--- src/rtl/branch_resolve_bht_pkg.sv ---
`default_nettype none
// ============================================================================
//  Module   : branch_resolve_bht_pkg
//  Purpose  : Branch op encodings and BHT counter constants/helpers.
//  Revision : 1.0
// ============================================================================
package branch_resolve_bht_pkg;

    localparam int BHT_CNT_W = 2;
    localparam logic [BHT_CNT_W-1:0] BHT_CNT_INIT = 2'b01;

    // Conditional branches reuse RV32 funct3; the unused 3'b010 slot marks JAL/JALR.
    localparam logic [2:0] BR_BEQ      = 3'b000;
    localparam logic [2:0] BR_BNE      = 3'b001;
    localparam logic [2:0] BR_JAL_JALR = 3'b010;
    localparam logic [2:0] BR_BLT      = 3'b100;
    localparam logic [2:0] BR_BGE      = 3'b101;
    localparam logic [2:0] BR_BLTU     = 3'b110;
    localparam logic [2:0] BR_BGEU     = 3'b111;

    function automatic logic [BHT_CNT_W-1:0] sat_update(
        input logic [BHT_CNT_W-1:0] cnt,
        input logic                 taken
    );
        logic [BHT_CNT_W-1:0] res;
        res = cnt;
        if (taken && (cnt != {BHT_CNT_W{1'b1}})) begin
            res = cnt + BHT_CNT_W'(1);
        end else if (!taken && (cnt != '0)) begin
            res = cnt - BHT_CNT_W'(1);
        end
        return res;
    endfunction

endpackage
`default_nettype wire

--- src/rtl/branch_resolve_bht_counters.sv ---
`default_nettype none
// ============================================================================
//  Module   : bht_counter_array
//  Purpose  : Array of 2-bit saturating counters, async read, single write.
//  Revision : 1.0
// ============================================================================
module bht_counter_array
    import branch_resolve_bht_pkg::*;
#(
    parameter int                   DEPTH = 64,
    parameter int                   IDX_W = 6,
    parameter logic [BHT_CNT_W-1:0] INIT  = BHT_CNT_INIT
) (
    input  logic                 clk,
    input  logic                 reset_n,
    input  logic [IDX_W-1:0]     rd_idx_i,
    output logic [BHT_CNT_W-1:0] rd_cnt_o,
    input  logic                 wr_en_i,
    input  logic [IDX_W-1:0]     wr_idx_i,
    input  logic                 wr_taken_i
);

    logic [BHT_CNT_W-1:0] cnt_q [DEPTH];
    logic [BHT_CNT_W-1:0] w_wr_next;

    assign w_wr_next = sat_update(cnt_q[wr_idx_i], wr_taken_i);

    always_ff @(posedge clk or negedge reset_n) begin
        if (!reset_n) begin
            for (int i = 0; i < DEPTH; i++) begin
                cnt_q[i] <= INIT;
            end
        end else if (wr_en_i) begin
            cnt_q[wr_idx_i] <= w_wr_next;
        end
    end

    // Read is the pre-update value; a same-cycle write is not bypassed.
    assign rd_cnt_o = cnt_q[rd_idx_i];

endmodule
`default_nettype wire

--- src/rtl/branch_resolve_bht.sv ---
`default_nettype none
// ============================================================================
//  Module   : branch_resolve_bht
//  Purpose  : EX-stage branch resolution, BHT prediction/training, redirect.
//  Revision : 1.0
// ============================================================================
module branch_resolve_bht
    import branch_resolve_bht_pkg::*;
#(
    parameter int                   XLEN      = 32,
    parameter int                   BHT_DEPTH = 64,
    parameter int                   IDX_LSB   = 2,
    parameter logic [BHT_CNT_W-1:0] CNT_INIT  = BHT_CNT_INIT,
    parameter int                   STAT_W    = 32
) (
    input  logic              clk,
    input  logic              reset_n,
    input  logic [XLEN-1:0]   if_pc,
    output logic              if_pred_taken,
    input  logic              stall,
    input  logic              ex_valid,
    input  logic              ex_is_branch,
    input  logic [2:0]        ex_op,
    input  logic [XLEN-1:0]   ex_pc,
    input  logic              ex_pred_taken,
    input  logic [XLEN-1:0]   ex_target,
    input  logic [XLEN-1:0]   ex_pc_plus4,
    input  logic [XLEN-1:0]   data1,
    input  logic [XLEN-1:0]   data2,
    output logic              ex_taken,
    output logic              redirect_valid,
    output logic [XLEN-1:0]   redirect_pc,
    output logic [STAT_W-1:0] branch_count,
    output logic [STAT_W-1:0] mispred_count
);

    localparam int IDX_W = (BHT_DEPTH > 1) ? $clog2(BHT_DEPTH) : 1;
    localparam logic [STAT_W-1:0] STAT_MAX = '1;

    logic [IDX_W-1:0]     w_if_idx;
    logic [IDX_W-1:0]     w_ex_idx;
    logic [BHT_CNT_W-1:0] w_if_cnt;
    logic                 w_taken;
    logic                 w_res;
    logic                 w_mispred;

    logic                 redirect_valid_q, redirect_valid_d;
    logic [XLEN-1:0]      redirect_pc_q,    redirect_pc_d;
    logic [STAT_W-1:0]    branch_count_q,   branch_count_d;
    logic [STAT_W-1:0]    mispred_count_q,  mispred_count_d;

    assign w_if_idx = if_pc[IDX_LSB +: IDX_W];
    assign w_ex_idx = ex_pc[IDX_LSB +: IDX_W];

    always_comb begin
        w_taken = 1'b0;
        case (ex_op)
            BR_BEQ:      w_taken = (data1 == data2);
            BR_BNE:      w_taken = (data1 != data2);
            BR_BLT:      w_taken = ($signed(data1) <  $signed(data2));
            BR_BGE:      w_taken = ($signed(data1) >= $signed(data2));
            BR_BLTU:     w_taken = (data1 <  data2);
            BR_BGEU:     w_taken = (data1 >= data2);
            BR_JAL_JALR: w_taken = 1'b1;
            default:     w_taken = 1'b0;
        endcase
    end

    // While a redirect is in flight the EX slot holds a wrong-path instruction.
    assign w_res     = ex_valid & ex_is_branch & ~stall & ~redirect_valid_q;
    assign w_mispred = w_res & (w_taken != ex_pred_taken);

    bht_counter_array #(
        .DEPTH (BHT_DEPTH),
        .IDX_W (IDX_W),
        .INIT  (CNT_INIT)
    ) u_bht (
        .clk        (clk),
        .reset_n    (reset_n),
        .rd_idx_i   (w_if_idx),
        .rd_cnt_o   (w_if_cnt),
        .wr_en_i    (w_res),
        .wr_idx_i   (w_ex_idx),
        .wr_taken_i (w_taken)
    );

    always_comb begin
        redirect_valid_d = w_mispred;
        redirect_pc_d    = redirect_pc_q;
        branch_count_d   = branch_count_q;
        mispred_count_d  = mispred_count_q;
        if (w_mispred) begin
            redirect_pc_d = w_taken ? ex_target : ex_pc_plus4;
        end
        if (w_res && (branch_count_q != STAT_MAX)) begin
            branch_count_d = branch_count_q + STAT_W'(1);
        end
        if (w_mispred && (mispred_count_q != STAT_MAX)) begin
            mispred_count_d = mispred_count_q + STAT_W'(1);
        end
    end

    always_ff @(posedge clk or negedge reset_n) begin
        if (!reset_n) begin
            redirect_valid_q <= 1'b0;
            redirect_pc_q    <= '0;
            branch_count_q   <= '0;
            mispred_count_q  <= '0;
        end else begin
            redirect_valid_q <= redirect_valid_d;
            redirect_pc_q    <= redirect_pc_d;
            branch_count_q   <= branch_count_d;
            mispred_count_q  <= mispred_count_d;
        end
    end

    assign if_pred_taken  = w_if_cnt[BHT_CNT_W-1];
    assign ex_taken       = w_taken;
    assign redirect_valid = redirect_valid_q;
    assign redirect_pc    = redirect_pc_q;
    assign branch_count   = branch_count_q;
    assign mispred_count  = mispred_count_q;

    // PC bits outside the index field are intentionally ignored by the lookup.
    logic w_unused_pc;
    assign w_unused_pc = ^{if_pc, ex_pc};

endmodule
`default_nettype wire

--- config.mk ---
export PLATFORM = sky130hd
export DESIGN_NAME = branch_resolve_bht
export DESIGN_NICKNAME = d
export VERILOG_FILES = /design/src/rtl/branch_resolve_bht_pkg.sv /design/src/rtl/branch_resolve_bht_counters.sv /design/src/rtl/branch_resolve_bht.sv
export SDC_FILE = /design/constraint.sdc
export NUM_CORES = 1
export LEC_CHECK = 0
export ABC_AREA = 1
export CORE_MARGIN = 5
export CORE_UTILIZATION = 35
export DETAILED_ROUTE_END_ITERATION = 8
export PLACE_DENSITY = 0.69
export SLEW_MARGIN = 0
export SYNTH_ARGS = -nofsm -noshare
export SYNTH_HDL_FRONTEND = slang
export SYNTH_SLANG_ARGS = --single-unit
--- constraint.sdc ---
create_clock -name clk -period 2.99 [get_ports clk]
set_clock_uncertainty 0.1 [all_clocks]
set_input_delay 0.4485 -clock clk [delete_from_list [all_inputs] [get_ports clk]]
set_output_delay 0.4485 -clock clk [all_outputs]
set_load 0.03 [all_outputs]
==> results.md <==
* Status: completed
* CP max FO at 3
* Switching share of power at between 30% and 40%
* Crit path to: ex_taken
* GRT Total Usage at between 20% and 30%
* Iter 0 DRT Violations at around 1300
* Sw Pwr at just under 0.003 W
* PD cells at 482 nW/um^2
* Cell mode on critical path: nor2_4
* Crit-path leading delay family: simple AND/OR/NAND/NOR gates
* Post-synth EDFFs at 0
* Type of origin of the critical path: primary input
* Area after DPL at around 17000 um^2
* Grt total ovfl at 0
* Clock buffer depth at 3
* Reg clk slew, reported paths at about 0.060 ns
* Final wirelength at roughly 49000 um
* DRT Pass-1 Iters at 6
* Final ANT Viol Nets at 0
* Most common cell after layout, fill and taps aside: nand2_1
* Initial Util at about 35%
* Clock sinks at between 200 and 250
* Worst EP arrival at 2.34 ns
* Worst-Skew Late Latency at 0.57 ns
* Layout area overhead at 41.3%
* Die area at 43400 um^2
* Vias per cell at between 5 and 6
* Clock power frac at between 30% and 40%
* Syn. warnings at 0
* Crit. path cell count at 15
* Hold crit path type: in -> async
* Largest net degree at the start of global routing at between 80 and 90
* TritonCTS clock tree: yes
* Net Count, Synth at roughly 2200
* # setup viols final at 0
* Design area at ~19000 um^2
* Power Total at roughly 0.0094 W
* Max VDD drop at 0.000422 V
* Vias at approximately 14000
* Sequential fraction of the synthesis area at a little over 40%
* R2R setup slack at 0.29 ns
* Fill count at approximately 3600
* Area of the multi-input gates at ~7400 um^2
* Mean Syn Cell Area at between 7 and 8 um^2
* Top FF cell, synth: dfrtp_1
* Post-route setup TNS at 0 ns
* DRC violations left at 0
* CP startpoint: data2[24]
* Initial antenna violation count at 1
* Post-synthesis cell area at approximately 14000 um^2
* Tcrit/Tclk final at between 90% and 100%
* WL/cell at about 17 um
* H-tree depth at 1
* Slew headroom at between 60% and 70%
* Max incr delay on CP at between 0.4 and 0.5 ns
* Reg2reg path depth at 14
* Reg2reg end: mispred_count[22]
* Die Height at about 210 um
* Worst setup EP type: primary output
* Number of max-cap violations at 0
* First-pass GRT wire length at 74500 um
* Mapped Cells at between 1500 and 2000
* Crit path kind: in -> out
* Post-synth cell types at between 40 and 50
* CP max-delay cell: clkdlybuf4s50_1
* Num ports at 300
* Synth async-reset ratio at 100%
* Crit path required time at approximately 2.4 ns
* R2R Path Start: mispred_count[0]
* CTS Root Cell: clkbuf_16
* Max Slew Vio Count at 0
* Min Tclk post-route at about 2.9 ns
* Worst-Margin Slew at ~0.50 ns
* WP buf/inv at 4
* Number of global-route vias before repair at between 10000 and 15000
* Post-Route Utilization at between 50% and 60%
* Layout cells sized above 1 at approximately 16%
* Layout Nets at between 2000 and 3000
* Final Hold Viols at 0
* PortBufs at between 200 and 250
* Sequential cell fraction of total power at between 30% and 40%
* Rows at just over 70
* Detail Placement HPWL at 33500 um
* CTS Buf Count at 27
* Core area at roughly 39000 um^2
* Chip Width at between 200 and 250 um
* Static leakage at just under 10 nW
* Seq cells post-synth at 225
* Commonest cells after routing, fill and taps aside: nand2_1 (785), clkdlybuf4s50_1 (188), inv_1 (169)
* Register Area at 5710 um^2
* Int Power at approximately 0.0064 W
* Comb pwr share at between 20% and 30%
* Max Freq at about 350 MHz
* Crit-path cells: clkdlybuf4s50_1 > inv_1 > ha_4 > nand2_2 > nor2_4 > nand2_4 > nor2_4 > nand2_2 > buf_4 > nand3_1 > nand2_1 > nand3_2 > nor2_4 > nand2_4 > buf_6
* Global placer's final weighted congestion at 0.939
==> flip-flops by register name (all words and copies together) (netlist names) <==
name            flops
mispred_count      32
u_bht.cnt_q       128
branch_count       32
redirect_pc        32
redirect_valid      1
==> synthesized netlist by cell type, types with 14 or more instances <==
cell type / n / area [um^2]
nor2_1: 112 / 420
o21ai_0: 52 / 260
nor4_1: 15 / 93.8
nor3_1: 95 / 475
xor2_1: 46 / 403
a22oi_1: 14 / 105
clkbuf_1: 26 / 97.6
dfrtp_1: 161 / 4030
nand2_1: 804 / 3020
nand3_1: 103 / 515
a21oi_1: 26 / 130
ha_1: 36 / 450
nand4_1: 62 / 388
dfstp_2: 64 / 1680
inv_1: 199 / 747
buf_2: 29 / 145
==> power by group through the flow <==
stage,sequential (W),combinational (W),clock (W)
floorplan,0.00387,0.000712,0
global placement,0.00354,0.00210,0
detailed placement,0.00354,0.00213,0
CTS,0.00351,0.00220,0.00363
global route,0.00354,0.00251,0.00375
finish,0.00351,0.00232,0.00356
==> routing by layer <==
metal / wire length (um) / global-route usage, %
met1: 19100 / 26.0
met2: 23400 / 34.6
met4: 1840 / 7.57
met3: 4240 / 4.52
met5: 0 / 0
==> through the flow <==
| stage | worst slack [ns] | std cells | hold slack [ns] |
|---|---|---|---|
| 2_1_floorplan | 0.114 | 1944 | 0.0529 |
| 3_3_place_gp | -0.596 | 2739 | 0.248 |
| 3_5_place_dp | -0.642 | 2739 | 0.252 |
| 4_1_cts | -0.000432 | 2796 | 0.242 |
| 5_1_grt | -0.0755 | 2808 | 0.262 |
| 6_report | 0.104 | 2808 | 0.245 |
==> worst reg2reg max path: cells and delay by family (launching register included) <==
family	cells	cell delay (ns)
buf+inv	4	0.52
simple gates	9	1.36
fa+ha+maj	1	0.22
flops	1	0.45
==> final cells by class <==
type	instances	share of cell area [%]
antenna	1	0.0129
tap	518	3.33
timing repair buffer	368	20.1
sequential	225	29.3
clock inverter	11	0.790
multi-input combinational	1433	38.1
inverter	213	4.18
clock buffer	39	4.16
==> repair_timing <==
item                                    CTS  global route
buffers inserted                          6             5
resized for setup                        39           166
cloned                                    1             7
hold buffers                              1             0
pin swaps                                17            62
endpoints found under the setup margin   76           194
endpoints found under the hold margin    36             0
==> cell families after synthesis <==
logic type | synth area share, %
DFF | 41.5
adders and majority gates | 3.27
xor gates and xnor gates | 3.75
and+or+nand+nor | 36.9
buffers and inverters | 8.82
AOI/OAI and AO/OA | 5.79
==> worst min path at each step <==
stage                 start               to  slack, ns  depth (start not counted)
floorplan           reset_n  branch_count[0]       0.05                          0
global placement    reset_n  u_bht.cnt_q[57]       0.25                          1
detailed placement  reset_n  u_bht.cnt_q[49]       0.25                          1
CTS                 reset_n  u_bht.cnt_q[57]       0.24                          2
global route        reset_n  u_bht.cnt_q[57]       0.26                          2
finish              reset_n  u_bht.cnt_q[57]       0.25                          2
(Power assumes the default switching activity.)
